===== src/rtl/clk_period_monitor_if.sv =====
`default_nettype none
// ============================================================================
// Module      : clk_period_monitor_if
// Description : Signal bundle between the clock-period monitor and its
//               consumers: the monitored clock in, tick/period/status out.
// Revision    : 1.0 - initial release
// ============================================================================
interface clk_period_monitor_if #(
   parameter int CNT_W = 8
);

   // Monitored divided clock, asynchronous to clk_in
   logic             clk_mon;

   // One-cycle pulse per synchronized rising edge of clk_mon
   logic             tick;

   // Last measured period and its one-cycle update strobe
   logic [CNT_W-1:0] period;
   logic             period_valid;

   // Range result of the current period, valid alongside period_valid
   logic             in_range;

   // Lock / fault status levels
   logic             locked;
   logic             fault;

   // The monitor drives the results and consumes the monitored clock
   modport master (
      input  clk_mon,
      output tick,
      output period,
      output period_valid,
      output in_range,
      output locked,
      output fault
   );

   // The consumer side (clock source plus status readers)
   modport slave (
      output clk_mon,
      input  tick,
      input  period,
      input  period_valid,
      input  in_range,
      input  locked,
      input  fault
   );

endinterface
`default_nettype wire


===== src/rtl/clk_period_monitor.sv =====
`default_nettype none
// ============================================================================
// Module      : clk_period_monitor
// Description : Synchronizes a slow asynchronous clock (clk_mon) into the
//               clk_in domain, emits a tick per rising edge, measures each
//               period in clk_in cycles and tracks lock / fault status.
// Revision    : 1.0 - initial release
// ============================================================================
module clk_period_monitor #(
   parameter int EXP_PERIOD = 26,   // expected period in clk_in cycles
   parameter int TOL        = 1,    // allowed deviation from EXP_PERIOD
   parameter int LOCK_CNT   = 4,    // consecutive good periods to lock
   parameter int TIMEOUT    = 108,  // edge-free gap that counts as a fault
   parameter int CNT_W      = 8     // counter width, 2**CNT_W > TIMEOUT
) (
   input wire                   clk_in,
   input wire                   rst_n,
   clk_period_monitor_if.master mon
);

   // -------------------------------------------------------------------------
   // Constants
   // -------------------------------------------------------------------------
   localparam int GOOD_W = (LOCK_CNT < 1) ? 1 : $clog2(LOCK_CNT + 1);

   // The counter saturates here; the last measurable value is TIMEOUT-1
   localparam logic [CNT_W-1:0]  CNT_MAX   = CNT_W'(TIMEOUT - 1);
   // Counter value in which an edge-free cycle declares a timeout
   localparam logic [CNT_W-1:0]  CNT_TO    = CNT_W'(TIMEOUT - 2);
   // Inclusive acceptance window for a measured period
   localparam logic [CNT_W-1:0]  RANGE_LO  = CNT_W'(EXP_PERIOD - TOL);
   localparam logic [CNT_W-1:0]  RANGE_HI  = CNT_W'(EXP_PERIOD + TOL);
   localparam logic [GOOD_W-1:0] GOOD_LOCK = GOOD_W'(LOCK_CNT);
   localparam logic [GOOD_W-1:0] GOOD_ONE  = GOOD_W'(1);

   typedef enum logic [1:0] {
      ST_IDLE  = 2'd0,
      ST_ACQ   = 2'd1,
      ST_LOCK  = 2'd2,
      ST_FAULT = 2'd3
   } state_t;

   // -------------------------------------------------------------------------
   // Signals
   // -------------------------------------------------------------------------
   logic              s1;            // first synchronizer stage
   logic              s2;            // second synchronizer stage
   logic              s3;            // history of s2 for edge detection
   logic              tick_w;        // rising edge seen this cycle

   logic [CNT_W-1:0]  cnt;           // cycles since the last tick cycle
   logic [CNT_W-1:0]  meas;          // period ending with this tick
   logic              need_first;    // next tick only re-arms the counter

   logic              meas_evt;      // a valid measurement completes now
   logic              meas_in_range; // that measurement is inside the window
   logic              timeout_evt;   // edge-free gap reached TIMEOUT

   logic [CNT_W-1:0]  period_r;
   logic              period_valid_r;
   logic              in_range_r;

   state_t            state;
   state_t            state_nxt;
   logic [GOOD_W-1:0] good_cnt;
   logic [GOOD_W-1:0] good_nxt;
   logic [GOOD_W-1:0] good_inc;

   // -------------------------------------------------------------------------
   // Synchronizer and rising-edge detector
   // -------------------------------------------------------------------------

   // Two-flop synchronizer followed by a history flop for edge detection
   always_ff @(posedge clk_in or negedge rst_n) begin
      if (!rst_n) begin
         s1 <= 1'b0;
         s2 <= 1'b0;
         s3 <= 1'b0;
      end else begin
         s1 <= mon.clk_mon;
         s2 <= s1;
         s3 <= s2;
      end
   end

   assign tick_w = s2 & ~s3;

   // -------------------------------------------------------------------------
   // Period counter and event decode
   // -------------------------------------------------------------------------

   // cnt+1 equals the number of clk_in cycles between consecutive ticks
   assign meas          = cnt + CNT_W'(1);
   assign meas_in_range = (meas >= RANGE_LO) && (meas <= RANGE_HI);
   assign meas_evt      = tick_w & ~need_first;

   // A tick in the same cycle always suppresses the timeout. Because cnt
   // saturates one step later, the timeout fires only once per gap.
   assign timeout_evt   = ~tick_w && (cnt == CNT_TO);

   // Free-running gap counter, restarted by every tick and saturating
   always_ff @(posedge clk_in or negedge rst_n) begin
      if (!rst_n) begin
         cnt <= '0;
      end else if (tick_w) begin
         cnt <= '0;
      end else if (cnt != CNT_MAX) begin
         cnt <= cnt + CNT_W'(1);
      end
   end

   // After reset or a timeout the next edge only starts a fresh measurement
   always_ff @(posedge clk_in or negedge rst_n) begin
      if (!rst_n) begin
         need_first <= 1'b1;
      end else if (timeout_evt) begin
         need_first <= 1'b1;
      end else if (tick_w) begin
         need_first <= 1'b0;
      end
   end

   // -------------------------------------------------------------------------
   // Measurement outputs
   // -------------------------------------------------------------------------

   // Capture the measured period and its range verdict one cycle after tick
   always_ff @(posedge clk_in or negedge rst_n) begin
      if (!rst_n) begin
         period_r       <= '0;
         period_valid_r <= 1'b0;
         in_range_r     <= 1'b0;
      end else begin
         period_valid_r <= meas_evt;
         if (meas_evt) begin
            period_r   <= meas;
            in_range_r <= meas_in_range;
         end
      end
   end

   // -------------------------------------------------------------------------
   // Lock / fault state machine
   // -------------------------------------------------------------------------

   assign good_inc = good_cnt + GOOD_ONE;

   // State and good-period counter registers
   always_ff @(posedge clk_in or negedge rst_n) begin
      if (!rst_n) begin
         state    <= ST_IDLE;
         good_cnt <= '0;
      end else begin
         state    <= state_nxt;
         good_cnt <= good_nxt;
      end
   end

   // Next-state logic; a timeout overrides every other transition
   always_comb begin
      state_nxt = state;
      good_nxt  = good_cnt;
      if (timeout_evt) begin
         state_nxt = ST_FAULT;
      end else begin
         case (state)
            ST_IDLE: begin
               // The first edge after reset is only an anchor point
               if (tick_w) begin
                  state_nxt = ST_ACQ;
                  good_nxt  = '0;
               end
            end
            ST_ACQ: begin
               if (meas_evt) begin
                  if (meas_in_range) begin
                     good_nxt = good_inc;
                     if (good_inc == GOOD_LOCK) begin
                        state_nxt = ST_LOCK;
                     end
                  end else begin
                     // Lock needs an unbroken run of good periods
                     good_nxt = '0;
                  end
               end
            end
            ST_LOCK: begin
               if (meas_evt && !meas_in_range) begin
                  state_nxt = ST_FAULT;
               end
            end
            ST_FAULT: begin
               // The recovering period already counts toward the next lock
               if (meas_evt && meas_in_range) begin
                  state_nxt = ST_ACQ;
                  good_nxt  = GOOD_ONE;
               end
            end
            default: begin
               state_nxt = ST_IDLE;
               good_nxt  = '0;
            end
         endcase
      end
   end

   // -------------------------------------------------------------------------
   // Output mapping
   // -------------------------------------------------------------------------
   assign mon.tick         = tick_w;
   assign mon.period       = period_r;
   assign mon.period_valid = period_valid_r;
   assign mon.in_range     = in_range_r;
   assign mon.locked       = (state == ST_LOCK);
   assign mon.fault        = (state == ST_FAULT);

endmodule
`default_nettype wire


===== src/flat_wrapper.sv =====
// flat-port wrapper written by rule: the top's interface ports become plain ports
module clk_period_monitor_flat 
#(
   parameter int EXP_PERIOD = 26,                                      
   parameter int TOL        = 1,                                        
   parameter int LOCK_CNT   = 4,                                       
   parameter int TIMEOUT    = 108,                                         
   parameter int CNT_W      = 8                                         
)
  (clk_in, rst_n, mon_clk_mon, mon_tick, mon_period, mon_period_valid, mon_in_range, mon_locked, mon_fault);
  clk_period_monitor_if #(.CNT_W(CNT_W)) mon_i ();
  input wire clk_in;
  input wire rst_n;
  input wire logic [$bits(mon_i.clk_mon)-1:0] mon_clk_mon;
  output wire logic [$bits(mon_i.tick)-1:0] mon_tick;
  output wire logic [$bits(mon_i.period)-1:0] mon_period;
  output wire logic [$bits(mon_i.period_valid)-1:0] mon_period_valid;
  output wire logic [$bits(mon_i.in_range)-1:0] mon_in_range;
  output wire logic [$bits(mon_i.locked)-1:0] mon_locked;
  output wire logic [$bits(mon_i.fault)-1:0] mon_fault;
  assign mon_i.clk_mon = mon_clk_mon;
  assign mon_tick = mon_i.tick;
  assign mon_period = mon_i.period;
  assign mon_period_valid = mon_i.period_valid;
  assign mon_in_range = mon_i.in_range;
  assign mon_locked = mon_i.locked;
  assign mon_fault = mon_i.fault;
  clk_period_monitor #(.EXP_PERIOD(EXP_PERIOD), .TOL(TOL), .LOCK_CNT(LOCK_CNT), .TIMEOUT(TIMEOUT), .CNT_W(CNT_W)) u_core (.clk_in(clk_in), .rst_n(rst_n), .mon(mon_i));
endmodule

===== config.mk =====
export PLATFORM = sky130hd
export DESIGN_NAME = clk_period_monitor_flat
export DESIGN_NICKNAME = d
export VERILOG_FILES = /design/src/rtl/clk_period_monitor_if.sv /design/src/rtl/clk_period_monitor.sv /design/src/flat_wrapper.sv
export SDC_FILE = /design/constraint.sdc
export NUM_CORES = 1
export LEC_CHECK = 0
export CORE_MARGIN = 2
export CORE_UTILIZATION = 54
export DETAILED_ROUTE_END_ITERATION = 10
export GPL_ROUTABILITY_DRIVEN = 0
export PLACE_DENSITY = 0.77
export SLEW_MARGIN = 0
export SYNTH_ARGS = -nofsm -noshare
export SYNTH_HDL_FRONTEND = slang
export SYNTH_SLANG_ARGS = --single-unit
export TNS_END_PERCENT = 1

===== constraint.sdc =====
create_clock -name clk_in -period 2.9 [get_ports clk_in]
set_clock_uncertainty 0.05 [all_clocks]
set_input_delay 0.29 -clock clk_in [delete_from_list [all_inputs] [get_ports clk_in]]
set_output_delay 0.29 -clock clk_in [all_outputs]
set_load 0.005 [all_outputs]

# Word level (Yosys, flattened, before mapping)

Index checks and enable logic that the tools add are counted.

$add $sub $neg: 2
Magnitude comparators: 2
Eq/ne operators: 15
Muxes and demuxes: 17
Bitwise operators: 6
Reductions and logical operators: 11

Operators by type and width:

| kind                                                                                 | number |
|---|---|
| 3-bit by 1-bit != test with 1-bit output (second input constant)                     | 6 |
| 8-bit 2-to-1 mux                                                                     | 2 |
| 2-bit 2-to-1 mux                                                                     | 7 |
| 3-bit 2-to-1 mux                                                                     | 4 |
| 3-bit one-hot mux with 3 select lines                                                | 1 |
| 8-bit by 1-bit adder with 8-bit output (second input constant)                       | 1 |
| 8-bit by 7-bit equality test with 1-bit output (second input constant)               | 1 |
| 8-bit by 5-bit greater-or-equal comparator with 1-bit output (second input constant) | 1 |
| 8-bit by 5-bit <= comparator with 1-bit output (second input constant)               | 1 |
| 8-bit by 7-bit != test with 1-bit output (second input constant)                     | 1 |
| 2-bit one-hot mux with 4 select lines                                                | 1 |
| 2-bit by 1-bit != test with 1-bit output (second input constant)                     | 3 |
| 6-bit AND reduction                                                                  | 1 |
| 5-bit AND reduction                                                                  | 1 |
| 2-bit equality test (second input constant)                                          | 2 |
| 1-bit logical AND                                                                    | 4 |
| 1-bit inverter                                                                       | 4 |
| 2-bit nonzero test                                                                   | 2 |
| 3-bit by 1-bit adder with 3-bit output (second input constant)                       | 1 |
| 3-bit equality test (second input constant)                                          | 1 |
| 3-bit nonzero test                                                                   | 1 |
| 1-bit bitwise AND                                                                    | 2 |
| 2-bit by 1-bit equality test with 1-bit output (second input constant)               | 1 |
| 2-bit logical NOT                                                                    | 1 |
| other kinds (2)                                                                      | 3 |

Register bits: 27
Input bits: 3
Output and inout port bits: 13
Logic and storage cells: 63

# Logic depth before layout (Yosys ltp)

Gate-level depths: netlist (run 1).

Depth after elaboration: 8
Mapped depth: 8
Gate-level depth less buffers: 8

# Worst setup path before layout (run 1)

No wires, ideal clock.

Path kind: flip-flop to flip-flop
Start: register u_core.cnt[1]
End: register u_core.good_cnt[0]
Library setup time: 0.128 ns
Arrival: 2.471 ns
Path slack: 0.252 ns
Stages on the path, launching flop included: 9
Path buffers: 0
Period minus slack after synthesis: 2.648 ns
Cell sequence: dfrtp_1 ha_1 or3_1 nand2_1 nand3_1 a2111oi_4 nand2_2 a2111oi_4 mux2_1

Word-level cells in the longest chain between the ends: 6
Elaborated cells on any way between the ends: 13
Classes of those cells: add/sub: 1; order compare: 2; eq/ne: 2; mux: 3; bitwise: 1; reduce/logical: 4

Ends and longest elaborated chain:

| element                                                                                                                        | RTL line                                             | RTL |
|---|---|---|
| from (decl)                                                                                                                    | clk_period_monitor.sv:51                             | `logic [CNT_W-1:0] cnt;` |
| from (signal assigned)                                                                                                         | clk_period_monitor.sv:108                            | `cnt <= cnt + CNT_W'(1);` |
| 8-bit by 1-bit adder with 8-bit output                                                                                         | clk_period_monitor.sv:93                             | `assign meas = cnt + CNT_W'(1);` |
| 8-bit by 5-bit greater-or-equal comparator with 1-bit output or 8-bit by 5-bit <= comparator with 1-bit output (tied branches) | clk_period_monitor.sv:94                             | `assign meas_in_range = (meas >= RANGE_LO) && (meas <= RANGE_HI);` |
| 1-bit logical AND                                                                                                              | clk_period_monitor.sv:94                             |  |
| 3-bit 2-to-1 mux or 1-bit logical AND (tied branches)                                                                          | clk_period_monitor.sv:176, clk_period_monitor.sv:194 |  |
| 3-bit 2-to-1 mux or 2-bit by 1-bit != test with 1-bit output (tied branches)                                                   | n/a                                                  |  |
| 3-bit one-hot mux with 3 select lines or 5-bit AND reduction (tied branches)                                                   | n/a                                                  |  |
| to (signal assigned)                                                                                                           | clk_period_monitor.sv:155                            | `good_cnt <= good_nxt;` |
| to (decl)                                                                                                                      | clk_period_monitor.sv:65                             | `logic [GOOD_W-1:0] good_cnt;` |

Parallel ways exist; a longest one is shown, timed or not. The select of a mux whose other input is x is not followed.
A chain may end at the register's enable or synchronous reset.

# Final worst setup path (run 1)

Start: register u_core.cnt[0]
End: register u_core.good_cnt[2]

The elaborated chain is that of the path after synthesis.

==> results of run 1 <==
synthesized netlist by cell type, types with 2 or more instances:
| library cell | instances |
|---|---|
| inv_1 | 7 |
| xor2_1 | 3 |
| nand2b_1 | 3 |
| ha_1 | 10 |
| dfrtp_1 | 26 |
| xnor2_1 | 4 |
| and2_1 | 2 |
| o21ai_0 | 8 |
| nor2_1 | 9 |
| clkbuf_1 | 3 |
| nor3_1 | 6 |
| nand3_1 | 5 |
| nand2_1 | 20 |
| mux2_1 | 3 |
| mux2i_1 | 2 |
| a21oi_1 | 3 |
| a2111oi_4 | 2 |
cell type report:
| cell class | count | area share |
|---|---|---|
| Clock inverter | 1 | 0.003098 |
| Inverter | 8 | 0.01859 |
| Clock buffer | 3 | 0.01394 |
| Tap cell | 30 | 0.02324 |
| Sequential cell | 27 | 0.4206 |
| Timing Repair Buffer | 18 | 0.1069 |
| Multi-Input combinational cell | 95 | 0.4136 |
registers in the layout, indices dropped and copies added, names as in the netlist:
register,flops
u_core.good_cnt,3
u_core.state,2
u_core.cnt,8
u_core.mon.in_range,1
u_core.s2,1
u_core.s1,1
u_core.mon.period,8
u_core.s3,1
u_core.need_first,1
u_core.mon.period_valid,1
metal layers:
layer | track usage | vias to the layer above | routed length, microns
met5 | 0 | - | 0
met4 | 0.08750 | 0 | 22
met3 | 0.02459 | 2 | 95
met2 | 0.3274 | 21 | 1227
met1 | 0.2683 | 484 | 1180
li1 | - | 489 | -
how the worst min path moves through the flow:
stage	startpoint	slack, ns	endpoint	cells past startpoint
6_report	rst_n	0.26	u_core.mon.in_range$_DFFE_PN0P_	2
5_1_grt	rst_n	0.29	u_core.mon.period[0]$_DFFE_PN0P_	2
2_1_floorplan	rst_n	-0.06	u_core.cnt[0]$_DFFE_PN0P_	0
3_3_place_gp	u_core.s1$_DFF_PN0_	0.29	u_core.s2$_DFF_PN0_	0
3_5_place_dp	u_core.s1$_DFF_PN0_	0.29	u_core.s2$_DFF_PN0_	0
4_1_cts	rst_n	0.26	u_core.cnt[0]$_DFFE_PN0P_	2
metrics by stage:
stage          power [mW]  setup WS [ns]  std cells  hold slack, ns  area [sq um]
2_1_floorplan      0.7946         0.2519        133        -0.05559          1384
3_5_place_dp       0.9590         0.1145        178          0.2870          1583
5_1_grt             1.202        0.01043        182          0.2890          1615
6_report            1.115         0.1482        182          0.2635          1615
4_1_cts             1.118        0.07676        182          0.2645          1610
3_3_place_gp       0.9332         0.2099        178          0.2928          1583
where the power goes:
group	switching [mW]	total (mW)	internal [mW]
Sequential	0.0669	0.511	0.444
Clock	0.106	0.158	0.0516
Combinational	0.217	0.446	0.228
Total	0.391	1.11	0.724
cell families (layout without fill, tap and decap cells):
group / Yosys count / after routing / synth area share
adder cells (fa/ha/maj): 10 / 10 / 0.09042
AO/OA/AOI/OAI: 18 / 18 / 0.1085
XOR/XNOR: 7 / 7 / 0.04430
buffers and inverters: 11 / 30 / 0.02984
flip-flops: 27 / 27 / 0.4892
AND/OR/NAND/NOR: 54 / 54 / 0.1908
multiplexers: 6 / 6 / 0.04701
worst max-delay path, stage by stage, from the launching register on:
cell,delay [ns]
dfrtp_2,0.48
ha_2,0.25
or3_1,0.31
nand2_1,0.07
nand3_1,0.12
a2111oi_4,0.44
nand2_2,0.13
a2111oi_4,0.41
mux2_1,0.37
==> metrics.md, run 1 <==
| Metric | Value |
|---|---|
| Post-synth top area cell | dfrtp_1 |
| GRT overflow | 0 |
| Footprint of the multi-input gates | 668.1 sq um |
| WL/cell | 13.88 microns |
| Vias | 996 |
| # diodes | 0 |
| Max Fclk | 363.4 MHz |
| H-tree lvl count | 1 |
| Largest net degree at the start of global routing | 28 |
| Relative slew margins | 0.7003 |
| Post-CTS Setup Inserts | 0 |
| TritonCTS clock tree | yes |
| Syn nets | 146 |
| First-pass GRT wire length | 4271 microns |
| Post-DRT Antenna Nets | 0 |
| Drt total wl | 2526 microns |
| Area added between synthesis and finish | 16.73% |
| # port buffers | 15 |
| Worst EP required | 3.06 ns |
| # IOs | 16 |
| Unrepaired setup endpoints after global routing | no |
| Startpoint Class | flip-flop |
| Fin. Hold Viols | 0 |
| Top cells by area, synth | dfrtp_1 47%, ha_1 9.0%, nand2_1 5.4% |
| 1st-iter DRT viols | 14 |
| Layout cells sized above 1 | 0.1382 |
| Worst-margin pin slew | 0.4454 ns |
| Full die area | 2983 sq um |
| Synth Instances | 133 |
| R2r startpoint | u_core.cnt[0]$_DFFE_PN0P_ |
| Register area share after synthesis | 0.4892 |
| Number of flops mapped to enable cells by yosys | 0 |
| Number of remaining DRC errors | 0 |
| Reg2reg path depth | 8 |
| Worst hold-check path type | in2async |
| Clock sinks | 27 |
| Final net count | 166 |
| Fin Setup TNS | 0 ns |
| Pwr dens | 690.2 nW/um^2 |
| DP Wirelength | 1925 microns |
| Post-Syn Area | 1384 sq um |
| Synth Flop Type | dfrtp_1 |
| Clock Path Buffers | 2 |
| Worst-Skew Late Latency | 0.32 ns |
| Via density | 5.473 |
| Post-synth cell types | 34 |
| Post-layout util | 0.6580 |
| Initial core utilization | 0.5637 |
| Core area | 2455 sq um |
| Yosys warns | 0 |
| Static leakage | 0.7239 nW |
| Die height | 54.62 microns |
| Status | finished, final reports clean |
| Cts bufs inserted | 3 |
| Crit end category | flip-flop |
| Worst setup endpoint | u_core.good_cnt[2]$_DFFE_PN0P_ |
| Fin. max-slew vios | 0 |
| WS Path Type | reg2reg |
| Register area | 679.4 sq um |
| Die W | 54.62 microns |
| Worst setup path startpoint | u_core.cnt[0]$_DFFE_PN0P_ |
| Std-Cell Rows | 18 |
| Synth Area per Inst | 10.40 sq um |
| Fraction of registers with async set/reset | 1.000 |
| Antenna violations before repair | 0 |
| Register bit total from synthesis | 27 |
| DRT Pass-1 Iters | 4 |
| CP arrival | 2.91 ns |
| Post_cts resized | 0 |
| Final-report setup violation count | 0 |
| Max-cap viol count | 0 |
| R2R Setup Slk | 0.15 ns |
| Fin crit period | 2.752 ns |
| Most common cell after layout, fill and taps aside | dfrtp_1 |
| Max Fanout on Critical Path | 7 |
| CTS Hold Buffers Added | 0 |
| Clk root buf | clkbuf_4 |
| Fillers | 207 |
| Commonest non-fill, non-tap cells in the layout | 24 x dfrtp_1, 20 x nand2_1, 15 x clkdlybuf4s50_1 |
| GRT Util Overall | 0.2015 |
| Top cell type's share of synthesized area | 0.4702 |
| Clock slew at reported path FFs | 0.15 ns |
| End of the worst register-to-register path | u_core.good_cnt[2]$_DFFE_PN0P_ |
| Final worst-path cycle share | 0.9489 |
| Max VDD drop | 505.6 uV |
| Vias in the first global route | 971 |
(Power assumes the default switching activity.)
==> run 2, diff against run 1 <==
==> constraint.sdc (replaced) <==
create_clock -name clk_in -period 2.55 [get_ports clk_in]
set_clock_uncertainty 0.05 [all_clocks]
set_input_delay 0.255 -clock clk_in [delete_from_list [all_inputs] [get_ports clk_in]]
set_output_delay 0.255 -clock clk_in [all_outputs]
set_load 0.005 [all_outputs]
==> metrics.md, run 2 (synthesis results as in run 1) <==
| Metric | Value |
|---|---|
| Area added between synthesis and finish | 26.85% |
| Final-report setup violation count | 0 |
| Flop pwr share | 0.418 |
| Grt met1 use | 0.2975 |
| Footprint of the multi-input gates | 688.2 sq um |
| TritonCTS clock tree | yes |
| GRT Util Overall | 0.2121 |
| Fin. Hold Viols | 0 |
| GR Util met2 | 0.3313 |
| Switching Share | 0.3433 |
| R2r startpoint | u_core.cnt[1]$_DFFE_PN0P_ |
| CTS Hold Buffers Added | 0 |
| 1st-iter DRT viols | 25 |
| Max VDD drop | 519.4 uV |
| Worst hold-check path type | in2async |
| Final net count | 182 |
| Final WS setup | 0.01182 ns |
| Largest net degree at the start of global routing | 28 |
| Initial core utilization | 0.5637 |
| Commonest non-fill, non-tap cells in the layout | 24 x dfrtp_1, 20 x nand2_1, 19 x buf_4 |
| Max Fanout on Critical Path | 4 |
| Cts bufs inserted | 3 |
| Crit end category | flip-flop |
| Dpl cell area | 1685 sq um |
| Worst-margin pin slew | 0.3650 ns |
| Drt total wl | 2650 microns |
| Die height | 54.62 microns |
| Fin crit period | 2.538 ns |
| Grt met3 use | 0.02732 |
| Max Fclk | 394.0 MHz |
| Worst setup path startpoint | u_core.cnt[1]$_DFFE_PN0P_ |
| Clock Path Buffers | 2 |
| Most common cell after layout, fill and taps aside | dfrtp_1 |
| Clock power frac | 0.134 |
| First-pass GRT wire length | 4464 microns |
| Status | finished, final reports clean |
| Final instance area | 1755 sq um |
| H-tree lvl count | 1 |
| Fillers | 180 |
| DRT Pass-1 Iters | 5 |
| End of the worst register-to-register path | u_core.good_cnt[0]$_DFFE_PN0P_ |
| Die W | 54.62 microns |
| Reg2reg path depth | 7 |
| # diodes | 0 |
| Int Pwr | 885.4 uW |
| GRT Max-Usage Layer | met2 |
| Std-Cell Rows | 18 |
| Via density | 5.303 |
| Combinational share of power | 0.448 |
| Unrepaired setup endpoints after global routing | yes |
| Clock slew at reported path FFs | 0.14 ns |
| # port buffers | 15 |
| Worst EP required | 2.72 ns |
| Clock sinks | 27 |
| # IOs | 16 |
| Post-DRT Antenna Nets | 0 |
| Final worst-path cycle share | 0.9954 |
| Worst-Skew Late Latency | 0.32 ns |
| Core area | 2455 sq um |
| Relative slew margins | 0.7548 |
| Startpoint Class | flip-flop |
| Fin. max-slew vios | 0 |
| Vias | 1050 |
| Antenna violations before repair | 0 |
| NetSw | 462.8 uW |
| Static leakage | 0.8060 nW |
| Layout cells sized above 1 | 0.2321 |
| Worst setup endpoint | u_core.good_cnt[0]$_DFFE_PN0P_ |
| WS Path Type | reg2reg |
| Vias in the first global route | 989 |
| CP arrival | 2.71 ns |
| R2R Setup Slk | 0.01 ns |
| GRT overflow | 0 |
| Pwr Total | 1.348 mW |
| Pwr dens | 768.0 nW/um^2 |
| Post-Place Worst Slack | -0.05021 ns |
| WL/cell | 13.38 microns |
| Full die area | 2983 sq um |
| Clk root buf | clkbuf_4 |
| Number of remaining DRC errors | 0 |
| DP Wirelength | 1950 microns |
| Max-cap viol count | 0 |
| Register area | 679.4 sq um |
==> run 2: cell types whose count changed in the layout (fill, tap and decap cells not counted), sizes merged <==
| cell | change |
|---|---|
| buf | +16 |
==> run 2: critical path: stages, from the launching register on <==
cell and delay [ns]:
dfrtp_2 0.48, nand3_2 0.10, nor2_2 0.07, or4_4 0.43, a2111oi_4 0.41, nand2_2 0.13
a2111oi_4 0.40, mux2_1 0.36
==> run 2: final cells by class <==
type | count | area share
multi-input combinational | 95 | 0.3920
sequential | 27 | 0.3870
timing repair buffer | 34 | 0.1668
tap | 30 | 0.02138
inverter | 8 | 0.01711
clock buffer | 3 | 0.01283
clock inverter | 1 | 0.002851
==> run 2: per-stage QoR <==
step	util	setup TNS (ns)	std cells	hold WS, ns
4_1_cts	0.7100	-0.09659	197	0.2314
3_3_place_gp	0.6865	0	189	0.2929
2_1_floorplan	-	-0.01581	133	-0.09059
6_report	0.7151	0	198	0.2290
3_5_place_dp	0.6865	-0.1407	189	0.2917
5_1_grt	0.7151	-0.3698	198	0.2748
==> run 2: per-layer routing <==
layer	wire length, microns	part of all wire
met5	0	0
met4	38	0.014
met3	102	0.038
met2	1267	0.48
met1	1242	0.47
==> run 2: worst min-delay path by stage <==
stage                              from  slack [ns]  depth (start not counted)                         endpoint
floorplan                         rst_n       -0.09                          0        u_core.cnt[0]$_DFFE_PN0P_
global placement    u_core.s1$_DFF_PN0_        0.29                          0              u_core.s2$_DFF_PN0_
detailed placement  u_core.s1$_DFF_PN0_        0.29                          0              u_core.s2$_DFF_PN0_
CTS                               rst_n        0.23                          2  u_core.mon.in_range$_DFFE_PN0P_
global route                      rst_n        0.27                          2   u_core.good_cnt[1]$_DFFE_PN0P_
finish                            rst_n        0.23                          2   u_core.good_cnt[0]$_DFFE_PN0P_
==> run 2: power groups by stage <==
stage	combinational (mW)	sequential (mW)	clock (mW)
after floorplan	0.335	0.580	0
after global placement	0.557	0.568	0
after detailed placement	0.571	0.575	0
after CTS	0.577	0.564	0.185
after global routing	0.675	0.574	0.205
final	0.604	0.564	0.180
==> run 2: what timing repair did <==
item / 4_1_cts / 5_1_grt
resized for setup: 0 / 1
endpoints found under the setup margin: 3 / 5
setup buffers: 4 / 1
pin swaps: 5 / 2
